`src/rtl/multibank_bank_sequencer_pkg.sv`:
```
// Shared constants and helpers for the multi-bank bank sequencer.
package mb_pkg;

  localparam int unsigned SEL_HIGH   = 0;
  localparam int unsigned SEL_LOW    = 1;
  localparam int unsigned BUSY_CNT_W = 4;

  function automatic int unsigned clog2(input int unsigned v);
    int unsigned r;
    r = 0;
    while ((32'd1 << r) < v) r = r + 1;
    return r;
  endfunction

endpackage

```
`src/rtl/multibank_bank_sequencer_busy_timer.sv`:
```
// Per-bank recovery timer: loads on access, counts down to idle.
module bank_busy_timer
  import mb_pkg::*;
(
  input  logic                  i_clk,
  input  logic                  i_rst,
  input  logic                  i_load,
  input  logic [BUSY_CNT_W-1:0] i_load_val,
  output logic                  o_busy
);

  logic [BUSY_CNT_W-1:0] cnt;

  always_ff @(posedge i_clk) begin
    if (i_rst) begin
      cnt <= '0;
    end else if (i_load) begin
      cnt <= i_load_val;
    end else if (cnt != '0) begin
      cnt <= cnt - 1'b1;
    end
  end

  assign o_busy = (cnt != '0);

endmodule

```
`src/rtl/multibank_bank_sequencer.sv`:
```
// Registered bank-select stage: address split, per-bank busy gating,
// one-cycle-latency bank enable/strobe outputs and a saturating stall counter.
module multibank_bank_sequencer
  import mb_pkg::*;
#(
  parameter int unsigned ADDR_WIDTH  = 6,
  parameter int unsigned NUM_BANKS   = 4,
  parameter int unsigned SEL_MODE    = 0,
  parameter int unsigned BUSY_CYCLES = 2,
  parameter int unsigned STALL_CNT_W = 8
) (
  input  logic                                         i_clk,
  input  logic                                         i_rst,
  input  logic                                         i_valid,
  output logic                                         o_ready,
  input  logic [ADDR_WIDTH-1:0]                        i_addr,
  input  logic                                         i_wr,
  output logic                                         o_valid,
  output logic [NUM_BANKS-1:0]                         o_bank_en,
  output logic                                         o_bank_wr,
  output logic [ADDR_WIDTH-clog2(NUM_BANKS)-1:0]       o_local_addr,
  output logic [NUM_BANKS-1:0]                         o_busy,
  output logic [STALL_CNT_W-1:0]                       o_stall_cnt
);

  localparam int unsigned BANK_BITS = clog2(NUM_BANKS);
  localparam int unsigned LOCAL_W   = ADDR_WIDTH - BANK_BITS;
  localparam logic [BUSY_CNT_W-1:0] LOAD_VAL = BUSY_CNT_W'(BUSY_CYCLES);

  logic [BANK_BITS-1:0] idx;
  logic [LOCAL_W-1:0]   local_addr;
  logic [NUM_BANKS-1:0] onehot;
  logic [NUM_BANKS-1:0] busy;
  logic                 accept;

  if (SEL_MODE == SEL_HIGH) begin : g_sel_high
    assign idx        = i_addr[ADDR_WIDTH-1 -: BANK_BITS];
    assign local_addr = i_addr[LOCAL_W-1:0];
  end else begin : g_sel_low
    assign idx        = i_addr[BANK_BITS-1:0];
    assign local_addr = i_addr[ADDR_WIDTH-1:BANK_BITS];
  end

  // Bank index k maps to bit NUM_BANKS-1-k (bank 0 is the MSB).
  always_comb begin
    onehot = '0;
    for (int unsigned p = 0; p < NUM_BANKS; p++) begin
      onehot[p] = (idx == BANK_BITS'(NUM_BANKS - 1 - p));
    end
  end

  assign o_ready = !i_rst && ((busy & onehot) == '0);
  assign accept  = i_valid && o_ready;
  assign o_busy  = busy;

  for (genvar p = 0; p < NUM_BANKS; p++) begin : g_bank
    bank_busy_timer u_timer (
      .i_clk      (i_clk),
      .i_rst      (i_rst),
      .i_load     (accept && onehot[p]),
      .i_load_val (LOAD_VAL),
      .o_busy     (busy[p])
    );
  end

  always_ff @(posedge i_clk) begin
    if (i_rst) begin
      o_valid      <= 1'b0;
      o_bank_en    <= '0;
      o_bank_wr    <= 1'b0;
      o_local_addr <= '0;
    end else begin
      o_valid   <= accept;
      o_bank_en <= accept ? onehot : '0;
      o_bank_wr <= accept && i_wr;
      if (accept) begin
        o_local_addr <= local_addr;
      end
    end
  end

  always_ff @(posedge i_clk) begin
    if (i_rst) begin
      o_stall_cnt <= '0;
    end else if (i_valid && !o_ready && (o_stall_cnt != '1)) begin
      o_stall_cnt <= o_stall_cnt + 1'b1;
    end
  end

endmodule

```
`config.mk`:
```
export PLATFORM = sky130hd
export DESIGN_NAME = multibank_bank_sequencer
export DESIGN_NICKNAME = d
export VERILOG_FILES = /design/src/rtl/multibank_bank_sequencer_pkg.sv /design/src/rtl/multibank_bank_sequencer_busy_timer.sv /design/src/rtl/multibank_bank_sequencer.sv
export SDC_FILE = /design/constraint.sdc
export NUM_CORES = 1
export LEC_CHECK = 0
export CORE_ASPECT_RATIO = 1.4
export CORE_MARGIN = 2
export CORE_UTILIZATION = 40
export CTS_CLUSTER_DIAMETER = 80
export CTS_CLUSTER_SIZE = 40
export DETAILED_ROUTE_END_ITERATION = 12
export PLACE_DENSITY_LB_ADDON = 0.3
export SLEW_MARGIN = 20
export SYNTH_ARGS = -nofsm -noshare
export SYNTH_HDL_FRONTEND = slang
export SYNTH_SLANG_ARGS = --single-unit
```
`constraint.sdc`:
```
create_clock -name i_clk -period 2.7 [get_ports i_clk]
set_input_delay 0.54 -clock i_clk [delete_from_list [all_inputs] [get_ports i_clk]]
set_output_delay 0.54 -clock i_clk [all_outputs]
set_load 0.02 [all_outputs]
```
==> impl_metrics.yaml, run 1 <==
outcome:
  status: "finished clean"
clock_tree:
  clock_latency_ps: 280
  h-tree-depth: 2
  cts_buffers: 5
  cts.sinks: 34
  clk_pin_slew_worst_paths_ps: 70
  cts_max_path_buffers: 2
  cts_tree: "built"
  cts_root_buf: "clkbuf_8"
  hold_buffers: 0
worst_setup_path:
  cpPeakStageDelay_ps: 590
  cp_cell_sequence: "or4_4, o22ai_4, nor2_2, nor2_1, dlygate4sd2_1"
  critPathLaunch: "g_bank[0].u_timer.cnt[0]$_SDFFE_PP0P_"
  r2r-start: "g_bank[0].u_timer.cnt[0]$_SDFFE_PP0P_"
  cp_slowest_cell: "or4_4"
  path_max_fanout: 7
  cp-start-kind: "flop"
  rr_endpoint: "g_bank[3].u_timer.cnt[1]$_SDFFE_PP0P_"
  r2r_slack_ps: 500
  crit_required_ps: 2160
  critPathKind: "flop to primary output"
  setup.worst_path.end_class: "primary output"
  cp.arrival_ps: 1950
  ff2ff_path_depth: 6
drt:
  wl_um: 3045
  firstDrtPassIters: 4
  post-route-drc-count: 0
  drtIter0Drc: 24
  via_per_inst: 5.156
  vias: 1258
  avgRoutedWirePerCell_um: 12.48
  detail-route-antenna-nets: 0
cells_and_area:
  multiInputGateArea_sq_um: 689.4
  layout_common_cells: "dfxtp_1, clkdlybuf4s50_1, nor2_1, a21oi_1, buf_4"
  design_area_sq_um: 1972
  fillers: 327
  layout_commonest_cell: "dfxtp_1"
  area_delta_synth_final_pct: 35.63
  seq_area_sq_um: 680.7
  drive_above_1_share: 0.1373
  antenna_cells: 0
  final_cells: 244
  fin_util: 0.5731
  finish.net_count: 215
min_path:
  hp-start: "o_local_addr[3]$_SDFFE_PP0N_"
  whs_endpoint: "o_local_addr[3]$_SDFFE_PP0N_"
  hp-class: "flop to flop"
  whs_path_depth: 2
logic_synthesis:
  ys_warn_count: 0
  async_reset_ff_frac: 0
  synth_nets: 173
  yosysSeqAreaShare: 0.4682
  syn_area_per_cell_sq_um: 8.975
  syn_area_sq_um: 1454
  synth_cell_type_count: 39
  yosys_register_bits: 34
  syn_inst: 162
  synth_enable_flop_cells: 0
  synth-main-ff-cell: "dfxtp_1"
place:
  gp_congestion: 0.8833
  placed_cell_area_sq_um: 1861
  io_buffer_count: 32
  detailed_place_hpwl_um: 2241
  place_inst: 237
sta:
  finalClockSkew_ps: 5.150
  finalSetupViolations: 0
  rsz0062_at_grt: "no"
  worstMarginPinSlew_ps: 508.8
  post-route-min-period_ps: 2486
  slew_headroom: 0.6577
  slew_violations: 0
  fmax_mhz: 402.2
  hold_viol_final: 0
  fin_crit_sh: 0.9209
die:
  ioPinCount: 33
  die_h_um: 75.34
  die_w_um: 54.96
  dieArea_sq_um: 4140
  start_util: 0.4225
  core_sq_um: 3441
  row_count: 25
global_route:
  grt_use_met1: 0.1968
  grt_overflow: 0
  grt_max_degree: 34
  grt_pass1_vias: 1185
  grt_use_total: 0.1694
  use_met2: 0.2831
  gr-usage-met3: 0.05098
  antenna_found_initial: 0
  grt-busiest-layer: "met2"
  grt_pass1_wl_um: 5092
power:
  p_leak_nw: 0.7362
  p_per_area_nw_per_um2: 574.5
  power_mw: 1.133
  ir_drop_mv: 0.3902
job:
  cap_violations: 0
-- critical path: cells and delay by family (launching register included) --
family | cells | cell delay, ps
AND/OR/NAND/NOR | 3 | 760
flip-flops | 1 | 370
buffers and inverters | 1 | 340
AO/OA/AOI/OAI | 1 | 200
-- kinds of logic after synthesis --
group / after synthesis / share of synthesized area
compound gates: 30 / 0.1429
simple gates: 76 / 0.2857
buf+inv: 16 / 0.05766
mux: 5 / 0.03700
fa+ha+maj: 1 / 0.008604
flops: 34 / 0.4682
-- power breakdown --
group | switching (mW) | internal [mW]
sequential | 0.00973 | 0.514
clock | 0.175 | 0.295
combinational | 0.0698 | 0.0690
-- synth_stat cells, drive strengths merged, types with 2 or more instances --
cell     n  area [sq um]
dfxtp   34         680.7
nor2    16         62.56
a21oi   13         65.06
nand2   11         41.29
nor3    11         60.06
buf      8         53.80
nand3    7         35.03
o21ai    7         35.03
inv      6         22.52
nor3b    6         45.04
nor4     6         37.54
nand2b   5         31.28
nor2b    5         31.28
mux2     3         33.78
o22ai    3         32.53
a21o     2         15.01
a311oi   2         17.52
clkbuf   2         7.510
mux2i    2         20.02
or4      2         18.77
or4b     2         20.02
-- layer usage --
| metal | vias up | wire (um) | part of all wire |
|---|---|---|---|
| li1 | 650 | - | - |
| met1 | 573 | 1237 | 0.41 |
| met2 | 30 | 1603 | 0.53 |
| met3 | 5 | 150 | 0.049 |
| met4 | 0 | 53 | 0.017 |
| met5 | - | 0 | 0 |
-- repair_timing --
item / 4_1_cts / 5_1_grt
buffers inserted: 0 / 0
setup endpoints to repair: 1 / 0
resized for setup: 1 / 0
-- per-stage QoR --
stage	TNS (ps)	setup slack (ps)	hold slack [ps]
2_1_floorplan	0	694.2	458.1
3_3_place_gp	-14.22	-14.22	444.8
3_5_place_dp	-20.73	-20.73	447.4
4_1_cts	0	210.9	456.7
5_1_grt	0	62.17	481.5
6_report	0	213.6	453.1
-- worst max path at each step --
stage / slack [ps] / depth (start not counted) / end
after floorplan: 690 / 4 / o_ready
after global placement: -10 / 6 / o_ready
after detailed placement: -20 / 6 / o_ready
after CTS: 210 / 5 / o_ready
after global routing: 60 / 5 / o_ready
final: 210 / 5 / o_ready
-- registers in the layout, summed over array words and instances, names as in the netlist --
signal / count
g_bank.u_timer.cnt: 16
o_bank_en: 4
o_bank_wr: 1
o_local_addr: 4
o_stall_cnt: 8
o_valid: 1
-- cell type report --
class,count,area share
Clock inverter,1,0.01523
Multi-Input combinational cell,112,0.3496
Clock buffer,6,0.04188
Timing Repair Buffer,45,0.2113
Inverter,6,0.01142
Tap cell,40,0.02538
Sequential cell,34,0.3452
(Power assumes the default switching activity.)
==> inputs of run 2 (changes only) <==
clock period = 2.42 ns   (was 2.7 ns; I/O delays follow)
==> run 2 against run 1 <==
Compared with the run above: register-to-register slack lost 210 ps; sequential share of layout area fell by 0.62 points; count of clock-buffer cells in the layout increased by 1; critical endpoint is now o_stall_cnt[3]$_SDFFE_PP0P_; largest power group unchanged.
==> impl_metrics.yaml, run 2 (synthesis results as in run 1) <==
outcome:
  status: "finished clean"
power:
  p_per_area_nw_per_um2: 582.7
  p_leak_nw: 0.7788
  ir_drop_mv: 0.3221
worst_setup_path:
  r2r_slack_ps: 290
  crit_required_ps: 2590
  critPathKind: "input pin to flop"
  ff2ff_path_depth: 7
  r2r-start: "g_bank[0].u_timer.cnt[2]$_SDFFE_PP0P_"
  cp-start-kind: "input pin"
  path_max_fanout: 6
  setup.worst_path.end_class: "flop"
  rr_endpoint: "o_bank_wr$_SDFF_PP0_"
  cp.arrival_ps: 2470
place:
  place_inst: 244
  detailed_place_hpwl_um: 2234
  placed_cell_area_sq_um: 1913
  io_buffer_count: 32
  preCtsSetupSlack_ps: -202.2
  gp_congestion: 0.8423
global_route:
  antenna_found_initial: 0
  grt_pass1_wl_um: 4995
  grt_pass1_vias: 1249
  grt_overflow: 0
  grt_max_degree: 34
  grt_use_total: 0.1675
clock_tree:
  cts_root_buf: "clkbuf_8"
  cts.sinks: 34
  clock_latency_ps: 280
  cts_max_path_buffers: 2
  hold_buffers: 0
  clk_pin_slew_worst_paths_ps: 70
  cts_buffers: 5
  h-tree-depth: 2
  cts_tree: "built"
sta:
  post-route-min-period_ps: 2292
  rsz0062_at_grt: "no"
  worstMarginPinSlew_ps: 337.0
  setup-tns-final_ps: 0
  fin_crit_sh: 0.9471
  setup_slack_ps: 127.9
  hold_viol_final: 0
  finalClockSkew_ps: 4.065
  finalSetupViolations: 0
  slew_headroom: 0.7754
  slew_violations: 0
  fmax_mhz: 436.3
cells_and_area:
  antenna_cells: 0
  drive_above_1_share: 0.1745
  layout_commonest_cell: "dfxtp_1"
  top_regs: "g_bank.u_timer.cnt x16, o_stall_cnt x8"
  finish.net_count: 222
  fin_util: 0.5836
  final_cells: 252
  area_delta_synth_final_pct: 38.12
  design_area_sq_um: 2008
  largest_reg_flops: 16
  layout_common_cells: "dfxtp_1, clkdlybuf4s50_1, buf_4, nor2_1, a21oi_1"
  fillers: 327
  top_register: "g_bank.u_timer.cnt"
drt:
  vias: 1294
  firstDrtPassIters: 4
  wl_um: 3040
  post-route-drc-count: 0
  detail-route-antenna-nets: 0
  avgRoutedWirePerCell_um: 12.06
  drtIter0Drc: 19
  via_per_inst: 5.135
die:
  core_sq_um: 3441
  ioPinCount: 33
  row_count: 25
  die_h_um: 75.34
  dieArea_sq_um: 4140
  start_util: 0.4225
  die_w_um: 54.96
job:
  cap_violations: 0
min_path:
  whs_path_depth: 2
  hp-start: "o_local_addr[0]$_SDFFE_PP0N_"
  hp-class: "flop to flop"
  whs_endpoint: "o_local_addr[0]$_SDFFE_PP0N_"
-- run 2: cell count changes in the layout (fill, tap and decap cells not counted), sizes merged --
cell           before  now
buf                13   20
clkbuf              6    8
bufinv              1    0
clkdlybuf4s50      31   30
clkinv              0    1
dlygate4sd2         1    0
dlymetal6s2s        0    1
-- run 2: layer usage --
metal  vias up  track usage  part of all wire
met1       588       0.1762              0.42
met4         0       0.1003             0.023
met2        32       0.2884              0.51
met5         -            0                 0
met3         8      0.04706             0.045
li1        666            -                 -
-- run 2: critical path, stage by stage --
cell             delay (ps)
clkdlybuf4s50_1         560
nor2_1                   60
a22o_1                  260
buf_4                   150
or2_1                   260
nor4_1                  310
mux2_2                  380
-- run 2: timing repair --
action | in CTS | in global routing
setup buffers | 0 | 0
pin swaps | 0 | 0
resized for setup | 1 | 4
hold endpoints to repair | 0 | 0
setup endpoints to repair | 1 | 3
-- run 2: worst max-delay path by stage --
stage | startpoint | endpoint | slack [ps] | cells past startpoint
6_report | i_addr[5] | o_stall_cnt[3]$_SDFFE_PP0P_ | 130 | 7
5_1_grt | i_addr[5] | o_stall_cnt[0]$_SDFFE_PP0P_ | 80 | 7
4_1_cts | g_bank[1].u_timer.cnt[2]$_SDFFE_PP0P_ | o_busy[1] | 0.3 | 3
3_5_place_dp | i_addr[5] | o_ready | -200 | 6
3_3_place_gp | i_addr[5] | o_ready | -190 | 6
2_1_floorplan | g_bank[0].u_timer.cnt[0]$_SDFFE_PP0P_ | o_ready | 470 | 4
-- run 2: power by group --
group	leakage, nW	switching [mW]	internal, mW
clock network	0.0482	0.194	0.229
logic	0.455	0.0807	0.0837
registers	0.275	0.00934	0.574
-- run 2: cell type report --
class                           instances  area, sq um  share of cell area
Timing Repair Buffer                   52        467.9              0.2330
Inverter                                6        22.52             0.01121
Clock buffer                            7        86.33             0.04299
Clock inverter                          1        5.005            0.002492
Tap cell                               40        50.05             0.02492
Multi-Input combinational cell        112        695.7              0.3464
Sequential cell                        34        680.7              0.3389
-- run 2: metrics by stage --
step / power [mW] / hold WS, ps
floorplan: 0.6814 / 458.1
global placement: 0.7584 / 444.5
detailed placement: 0.7616 / 453.4
CTS: 1.189 / 463.1
global route: 1.228 / 497.7
finish: 1.170 / 461.4
==> inputs of run 3 (changes only) <==
GPL_ROUTABILITY_DRIVEN = 0   (was not set)
==> results of run 3 <==
The final DEF is identical to that of run 2; final timing and power are the same.
